**config.mk**
```make
export PLATFORM = sky130hd
export DESIGN_NAME = fp_exp_align
export DESIGN_NICKNAME = d
export VERILOG_FILES = /design/src/rtl/fp_pkg.sv /design/src/rtl/fp_exp_align_full_sub.sv /design/src/rtl/fp_exp_align.sv
export SDC_FILE = /design/constraint.sdc
export NUM_CORES = 1
export LEC_CHECK = 0
export CORE_ASPECT_RATIO = 1.5
export CORE_UTILIZATION = 40
export DETAILED_ROUTE_END_ITERATION = 6
export PLACE_DENSITY = 0.69
export SYNTH_ARGS = -nofsm -noshare
export SYNTH_HDL_FRONTEND = slang
export SYNTH_SLANG_ARGS = --single-unit
```
**constraint.sdc**
```tcl
create_clock -name clk -period 6.1 [get_ports clk]
set_clock_uncertainty 0.15 [all_clocks]
set_input_delay 1.83 -clock clk [delete_from_list [all_inputs] [get_ports clk]]
set_output_delay 1.83 -clock clk [all_outputs]
set_load 0.03 [all_outputs]
```
**src/rtl/fp_pkg.sv**
```systemverilog
// Shared types, widths and helpers for the FP32 exponent-alignment stage.
package fp_pkg;

  localparam int unsigned EXP_W      = 8;
  localparam int unsigned MAN_W      = 23;
  localparam int unsigned GRS_W      = 3;
  localparam int unsigned MANT_EXT_W = MAN_W + 1 + GRS_W;
  localparam int unsigned SHIFT_CAP  = 27;
  localparam int unsigned CNT_W      = 5;

  typedef enum logic [2:0] {
    IDLE,
    SUB,
    NEG,
    SHIFT,
    DONE
  } state_t;

  typedef struct packed {
    logic             sign;
    logic [EXP_W-1:0] exp;
    logic [MAN_W-1:0] frac;
  } fp32_t;

  // Denormals use exponent 1 for alignment purposes.
  function automatic logic [EXP_W-1:0] eff_exp(input fp32_t f);
    return (f.exp == '0) ? EXP_W'(1) : f.exp;
  endfunction

  // {hidden, fraction, guard, round, sticky}
  function automatic logic [MANT_EXT_W-1:0] ext_mant(input fp32_t f);
    return {(f.exp != '0), f.frac, {GRS_W{1'b0}}};
  endfunction

  // Beyond SHIFT_CAP every bit has already collapsed into sticky.
  function automatic logic [CNT_W-1:0] shift_count(input logic [EXP_W-1:0] d);
    return (d > EXP_W'(SHIFT_CAP)) ? CNT_W'(SHIFT_CAP) : d[CNT_W-1:0];
  endfunction

endpackage

```
**src/rtl/fp_exp_align_full_sub.sv**
```systemverilog
// One-bit full-subtractor cell: d = a - b - bin, with borrow out.
module full_sub (
  input  logic a,
  input  logic b,
  input  logic bin,
  output logic d,
  output logic bout
);

  // Combinational difference and borrow.
  always_comb begin
    d    = a ^ b ^ bin;
    bout = (~a & b) | (~(a ^ b) & bin);
  end

endmodule

```
**src/rtl/fp_exp_align.sv**
```systemverilog
// FP32 pre-add/sub alignment: bit-serial exponent difference, operand
// ordering and one-bit-per-cycle right shift of the small mantissa with GRS.
// Optional macro FP_EXP_ALIGN_SPECIAL_EN: short-circuit NaN/Inf operands.
module fp_exp_align
  import fp_pkg::*;
(
  input  logic                  clk,
  input  logic                  rst_n,
  input  logic                  in_valid,
  output logic                  in_ready,
  input  logic [EXP_W+MAN_W:0]  a,
  input  logic [EXP_W+MAN_W:0]  b,
  output logic                  out_valid,
  input  logic                  out_ready,
  output logic                  swapped,
  output logic                  sign_big,
  output logic                  sign_small,
  output logic [EXP_W-1:0]      exp_big,
  output logic [EXP_W-1:0]      exp_diff,
  output logic [MANT_EXT_W-1:0] mant_big,
  output logic [MANT_EXT_W-1:0] mant_small,
  output logic                  special
);

  state_t                state_q, state_d;
  logic [CNT_W-1:0]      cnt_q, cnt_d;
  logic                  borrow_q, borrow_d;
  logic [EXP_W-1:0]      diff_q, diff_d;
  logic                  swapped_q, swapped_d;
  logic                  sign_big_q, sign_big_d;
  logic                  sign_small_q, sign_small_d;
  logic [EXP_W-1:0]      exp_big_q, exp_big_d;
  logic [EXP_W-1:0]      exp_small_q, exp_small_d;
  logic [MANT_EXT_W-1:0] mant_big_q, mant_big_d;
  logic [MANT_EXT_W-1:0] mant_small_q, mant_small_d;

  fp32_t            fa, fb;
  logic             cell_a, cell_b, cell_d, cell_bout;
  logic [EXP_W-1:0] diff_shift;
  logic [CNT_W-1:0] n_shift;
  logic             last_bit;

  assign fa = fp32_t'(a);
  assign fb = fp32_t'(b);

  // SUB feeds the captured exponent bits; NEG computes 0 - diff by feeding
  // the diff register's LSB while it rotates back in from the top.
  always_comb begin
    cell_a = 1'b0;
    cell_b = diff_q[0];
    if (state_q == SUB) begin
      cell_a = exp_big_q[cnt_q[2:0]];
      cell_b = exp_small_q[cnt_q[2:0]];
    end
  end

  full_sub u_full_sub (
    .a    (cell_a),
    .b    (cell_b),
    .bin  (borrow_q),
    .d    (cell_d),
    .bout (cell_bout)
  );

  assign diff_shift = {cell_d, diff_q[EXP_W-1:1]};
  assign n_shift    = shift_count(diff_shift);
  assign last_bit   = (cnt_q == CNT_W'(EXP_W - 1));

`ifdef FP_EXP_ALIGN_SPECIAL_EN
  logic special_q, special_d;
  assign special = special_q;
`else
  assign special = 1'b0;
`endif

  // State register and datapath registers, synchronous active-low reset.
  always_ff @(posedge clk) begin
    if (!rst_n) begin
      state_q      <= IDLE;
      cnt_q        <= '0;
      borrow_q     <= 1'b0;
      diff_q       <= '0;
      swapped_q    <= 1'b0;
      sign_big_q   <= 1'b0;
      sign_small_q <= 1'b0;
      exp_big_q    <= '0;
      exp_small_q  <= '0;
      mant_big_q   <= '0;
      mant_small_q <= '0;
`ifdef FP_EXP_ALIGN_SPECIAL_EN
      special_q    <= 1'b0;
`endif
    end else begin
      state_q      <= state_d;
      cnt_q        <= cnt_d;
      borrow_q     <= borrow_d;
      diff_q       <= diff_d;
      swapped_q    <= swapped_d;
      sign_big_q   <= sign_big_d;
      sign_small_q <= sign_small_d;
      exp_big_q    <= exp_big_d;
      exp_small_q  <= exp_small_d;
      mant_big_q   <= mant_big_d;
      mant_small_q <= mant_small_d;
`ifdef FP_EXP_ALIGN_SPECIAL_EN
      special_q    <= special_d;
`endif
    end
  end

  // Next-state and datapath update.
  always_comb begin
    state_d      = state_q;
    cnt_d        = cnt_q;
    borrow_d     = borrow_q;
    diff_d       = diff_q;
    swapped_d    = swapped_q;
    sign_big_d   = sign_big_q;
    sign_small_d = sign_small_q;
    exp_big_d    = exp_big_q;
    exp_small_d  = exp_small_q;
    mant_big_d   = mant_big_q;
    mant_small_d = mant_small_q;
`ifdef FP_EXP_ALIGN_SPECIAL_EN
    special_d    = special_q;
`endif

    unique case (state_q)
      IDLE: begin
        if (in_valid) begin
          // A is provisionally "big"; swapped at the end of SUB if needed.
          cnt_d        = '0;
          borrow_d     = 1'b0;
          diff_d       = '0;
          swapped_d    = 1'b0;
          sign_big_d   = fa.sign;
          sign_small_d = fb.sign;
          exp_big_d    = eff_exp(fa);
          exp_small_d  = eff_exp(fb);
          mant_big_d   = ext_mant(fa);
          mant_small_d = ext_mant(fb);
          state_d      = SUB;
`ifdef FP_EXP_ALIGN_SPECIAL_EN
          special_d    = 1'b0;
          if ((fa.exp == '1) || (fb.exp == '1)) begin
            special_d = 1'b1;
            state_d   = DONE;
          end
`endif
        end
      end

      SUB: begin
        borrow_d = cell_bout;
        diff_d   = diff_shift;
        cnt_d    = cnt_q + CNT_W'(1);
        if (last_bit) begin
          if (cell_bout) begin
            swapped_d    = 1'b1;
            sign_big_d   = sign_small_q;
            sign_small_d = sign_big_q;
            exp_big_d    = exp_small_q;
            exp_small_d  = exp_big_q;
            mant_big_d   = mant_small_q;
            mant_small_d = mant_big_q;
            borrow_d     = 1'b0;
            cnt_d        = '0;
            state_d      = NEG;
          end else begin
            cnt_d   = n_shift;
            state_d = (n_shift == '0) ? DONE : SHIFT;
          end
        end
      end

      NEG: begin
        borrow_d = cell_bout;
        diff_d   = diff_shift;
        cnt_d    = cnt_q + CNT_W'(1);
        if (last_bit) begin
          borrow_d = 1'b0;
          cnt_d    = n_shift;
          state_d  = (n_shift == '0) ? DONE : SHIFT;
        end
      end

      SHIFT: begin
        mant_small_d = {1'b0, mant_small_q[MANT_EXT_W-1:2],
                        mant_small_q[1] | mant_small_q[0]};
        cnt_d        = cnt_q - CNT_W'(1);
        if (cnt_q == CNT_W'(1)) begin
          state_d = DONE;
        end
      end

      DONE: begin
        if (out_ready) begin
          state_d = IDLE;
        end
      end

      default: state_d = IDLE;
    endcase
  end

  assign in_ready   = (state_q == IDLE);
  assign out_valid  = (state_q == DONE);
  assign swapped    = swapped_q;
  assign sign_big   = sign_big_q;
  assign sign_small = sign_small_q;
  assign exp_big    = exp_big_q;
  assign exp_diff   = diff_q;
  assign mant_big   = mant_big_q;
  assign mant_small = mant_small_q;

endmodule
```
Word-level counts from Yosys, hierarchy flattened
Cells that the tools add are included.

operators by class
  equality and inequality tests = 12
  bitwise operators = 8
  magnitude comparators = 2
  multiplexer cells = 54
  reductions and logical operators = 16
  shifts and indexed selects = 0
  divide/modulo/power cells = 0
  multiply operators = 0
  $add $sub $neg = 2

operators with widths
  cell                 count
  $mux 27              6
  $pmux 27 s3          1
  $mux 8               9
  $pmux 27 s2          1
  $pmux 8 s2           3
  $mux 5               5
  $mux 3               7
  $pmux 5 s4           1
  $logic_not 8->1      2
  $reduce_bool 8->1    2
  $pmux 3 s5           1
  $mux 1               14
  $ne 2x2->1 const B   5
  $gt 8x5->1 const B   1
  $pmux 1 s2           4
  $reduce_and 4->1     2
  $bmux 1 s3           2
  $eq 3x2->1 const B   2
  $add 5x1->5 const B  1
  $eq 5x1->1 const B   1
  $eq 5x3->1 const B   1
  $logic_not 5->1      1
  $reduce_and 5->1     1
  $sub 5x1->5 const B  1
  other kinds (14)     20

word-level totals
  memories kept = 0
  bits in latches = 0
  bits in writable memories = 0
  register bits = 90
  output and inout bits = 76
  input port bits = 68
  memory bits (read-only) = 0

Depth between registers and ports, before layout
  word-level depth = 12
  mapped depth = 12
  mapped depth without buffers = 8

Modules after synthesis
From an unflattened synthesis, not the netlist that was laid out.

second synthesis, totals
  cell total of the unflattened synthesis = 593
  area, all modules = 4962.3 µm²

modules (own cells, without submodules)
  module        area an instance (µm²)  instances  cells each
  fp_exp_align  4934.7                  1          590
  full_sub      27.5                    1          3

Worst setup path before layout
OpenSTA, ideal clock, no wires.

  path type = reg-to-output
  from = reg state_q[2]
  to = out in_ready
  stages on the path, launching flop included = 5
  slack = 2.611 ns
  data arrival time = 1.509 ns
  required time = 4.120 ns
  path through = dfxtp_1 -> buf_2 -> clkbuf_1 -> clkbuf_1 -> nor3_1

on the way
  cells in the longest elaborated chain, start to end = 1

RTL lines
  what                    RTL line             source
  start, declared         fp_exp_align.sv:25   state_t state_q, state_d;
  start signal, assigned  fp_exp_align.sv:94   state_q <= state_d;
  $logic_not 3->1         fp_exp_align.sv:206  assign in_ready = (state_q == IDLE);
  end, declared           fp_exp_align.sv:10   output logic in_ready,

No other way between the ends.

Final worst setup path
  from = in in_valid
  to = reg mant_small_q[25] (netlist: mant_small[25])

on the way
  cells in the longest elaborated chain, start to end = 2

RTL lines
  what                        RTL line             source
  start, declared             fp_exp_align.sv:9    input logic in_valid,
  $ne 2x2->1 (no line)        -
  $reduce_and 4->1 (no line)  -
  end signal, assigned        fp_exp_align.sv:104  mant_small_q <= mant_small_d;
  end, declared               fp_exp_align.sv:35   logic [MANT_EXT_W-1:0] mant_small_q, mant_small_d;

No other way between the ends.
A chain may end at the register's enable or synchronous reset.

==> flow_summary_export.csv <==
group,metric,value,unit
setup_path,cpMaxStageDelayCell,"a311o_1",
routing,wl_met2,7943,um
setup_path,cp_cell_sequence,"clkdlybuf4s50_1, nor3b_1, a311o_1, o2111ai_1, a21oi_1",
setup_path,crit_buf_inv,1,
grt,grt_pass1_wl,25070,um
synth,syn_nets,669,
clock_tree,cts_hold_buffers,0,
sta,tns,0,ns
sta,fin_crit,4.198,ns
power_and_ir_drop,p_int,0.001688,W
clock_tree,cts_sinks,90,
setup_path,path_delay_family,"compound AO/OA/AOI/OAI gates",
setup_path,end_kind,"register",
grt,gr-usage-all-layers,0.2422,
setup_path,crit_required,6.21,ns
setup_path,critPathLaunchType,"input port",
setup_path,worstPathMaxFanout,26,
clock_tree,ctsHtreeMaxLevel,3,
clock_tree,root_buffer,"clkbuf_16",
setup_path,cp.arrival,4.31,ns
grt,antenna_found_initial,0,
finish,fin_util,0.5552,
placement,place_congestion,0.8335,
clock_tree,cts_resized,0,
clock_tree,cts_buffers,9,
synth,synth_cell_types,64,
synth,synth_top_cell_area_share,0.3605,
sta,setup_viol,0,
run,maxCapViolCount,0,
power_and_ir_drop,p_per_area,459.2,mW/mm2
floorplanning,rows,49,
power_and_ir_drop,power,0.003079,W
floorplanning,start_util,0.4139,
synth,yosys.area.top_type,"dfxtp_1",
sta,drv_slew,0,
synth,ys_top_cells_by_area,"dfxtp_1 (36%), nand2_1 (8.6%), a311oi_2 (8.1%)",
power_and_ir_drop,pwr-share-seq,0.310,
power_and_ir_drop,p_clk_frac,0.186,
placement,portBuffers,142,
clock_tree,clk_pin_slew_worst_paths,0.07,ns
floorplanning,die_h,138.9,um
routing,drc_errors,0,
grt,grt_pass1_vias,4977,
routing,wl_per_cell,18.01,um
routing,dr_wl_met3,877,um
setup_path,timing.critical_path.depth,5,
setup_path,cp_slowest_stage_delay,1.03,ns
routing,vias,5032,
routing,dr.max_layer_used,"met4",
clock_tree,tritoncts,"yes",
finish,num_antenna_cells,0,
routing,drtPass1Iterations,5,
clock_tree,clock_latency,0.34,ns
routing,drt-met1-wl,6063,um
sta,tightest_slew,1.225,ns
outcome,status,"complete, no violations",
floorplanning,io_pins,144,
sta,hold_viol_final,0,
sta,rsz0062_at_grt,"false",
synth,synth-edff-count,0,
synth,async_flop_share,0,
power_and_ir_drop,p_sw,0.001390,W
synth,netlist_instances,597,
min_path,hold_depth,2,
power_and_ir_drop,p_sw_frac,0.4516,
finish,syn_to_final_growth,34.14,%
floorplanning,die_w,93.28,um
routing,drt_iter0_drc,309,
synth,synth_warnings,0,
sta,relSlewSlack,0.1832,
placement,dpl.hpwl,10320,um
sta,fmax,0.2382,GHz
synth,ys_seq_area_frac,0.3605,
grt,grt-ovfl-total,0,
grt,grt_max_degree,84,
setup_path,ff2ff_path_depth,7,
synth,syn_area,0.004999,mm2
setup_path,path_class,"in -> reg",
finish,drive_gt1_frac,0.1010,
synth,ys.flop_type,"dfxtp_1",
routing,wl,15410,um
sta,fin_crit_sh,0.6881,
routing,final_antenna_net_count,0,
power_and_ir_drop,p_leak,2.248,nW
power_and_ir_drop,ir_worst_vdd,0.0002090,V
min_path,hp-class,"reg -> reg",
routing,avgViaCountPerCell,5.879,
floorplanning,core_area,0.01208,mm2
synth,ys_ff_latch,90,
synth,syn_avg_cell_area,8.373,um2
power_and_ir_drop,pwr-share-comb,0.504,
finish,layout.nets,770,
floorplanning,dieArea,0.01296,mm2
clock_tree,post-cts-setup-buffer-count,0,
clock_tree,clock_path_buffers,2,
[registers in the layout, indices dropped and copies added (netlist names)]
signal	flops
mant_big	27
mant_small	27
exp_big	8
exp_diff	8
exp_small_q	8
cnt_q	5
state_q	3
borrow_q	1
sign_big	1
sign_small	1
swapped	1
[cells in the mapped netlist, drive strengths merged, types with 2 or more instances]
cell,instances
or2,3
xnor2,2
and2,2
or4,2
o22ai,3
nand3,7
nor3,7
a311oi,40
nand3b,2
mux2i,25
nand2,114
mux4,4
o2111ai,23
o211ai,3
nand4,2
a22oi,8
nor3b,3
buf,24
ha,3
or3,2
a21oi,39
mux2,3
a31o,2
a31oi,4
nor2b,2
or3b,3
nand2b,4
a211o,4
o21ai,34
nor2,61
nor4,3
a32oi,5
dfxtp,90
inv,5
clkbuf,36
[final timing paths]
path                     from              to  slack [ns]
hold / removal    mant_big[2]     mant_big[2]        0.33
setup reg to reg   state_q[0]  mant_small[25]        2.27
hold reg to reg   mant_big[2]     mant_big[2]        0.33
setup / recovery     in_valid  mant_small[25]        1.90
[cell families after synthesis]
logic type	count (synthesis)	synth area share
simple gates	223	0.1957
compound gates	178	0.2859
flops	90	0.3605
buf+inv	66	0.06558
mux	32	0.07484
fa+ha+maj	4	0.01152
xor+xnor	3	0.005258
other cells	1	0.0007502
[layout make-up]
cell class | count | area, um2
fillers | 1093 | 5373
multi-input cells | 441 | 2898
flip-flops and latches | 90 | 1804
repair buffers | 150 | 1481
clock buffers | 11 | 242.7
well taps | 153 | 191.4
clock inverters | 5 | 63.81
inverters | 6 | 23.77
[per-layer routing]
layer  track usage  up-vias
li1              -     2393
met1        0.2818     2411
met2        0.4152      190
met3       0.04989       38
met4        0.1198        0
met5             0        -
[power groups by stage]
stage               Sequential (W)  Clock (W)  Combinational, W
floorplan                  0.00109          0          0.000922
global placement          0.000958          0           0.00151
detailed placement        0.000964          0           0.00155
CTS                       0.000953   0.000582           0.00155
global route              0.000976   0.000611           0.00168
finish                    0.000954   0.000572           0.00155
[worst reg2reg max path, stage by stage (launching register included)]
cell	delay [ns]
dfxtp_2	1.00
nor3b_4	0.40
nor2_1	0.06
a21oi_1	0.16
fa_1	0.46
a311o_1	1.07
o2111ai_1	0.26
a21oi_1	0.20
[per-stage QoR]
stage / setup WS [ns] / std cells / instance area (um2) / hold slack [ns]
floorplan: 2.611 / 597 / 4999 / 0.2921
global placement: 1.789 / 840 / 6399 / 0.3054
detailed placement: 1.618 / 840 / 6399 / 0.3179
CTS: 1.871 / 856 / 6705 / 0.3295
global route: 1.718 / 856 / 6705 / 0.3617
finish: 1.902 / 856 / 6705 / 0.3297
[cell usage in the layout, fill, tap and decap left out, types with 3 or more instances in the layout]
cell	synthesis	final
nor3_1	7	7
clkinv_4	0	3
o21ai_0	32	32
a32oi_1	5	5
nor2_1	61	61
nand2b_1	4	4
nand2_1	114	114
o211ai_1	3	3
mux2_2	3	3
a22oi_1	8	8
a21oi_1	39	39
buf_4	9	8
or3b_2	3	3
a31oi_1	4	4
or2_2	3	3
nor4_1	3	3
inv_1	5	5
clkdlybuf4s50_1	0	142
ha_1	3	3
nand3_1	7	7
o2111ai_1	23	23
a211o_1	4	4
dfxtp_1	90	88
clkbuf_16	0	9
o22ai_1	3	3
mux2i_1	25	25
a311oi_2	27	26
mux4_2	4	4
a311oi_1	13	13
Note: power is estimated with default switching activity, not from simulation.
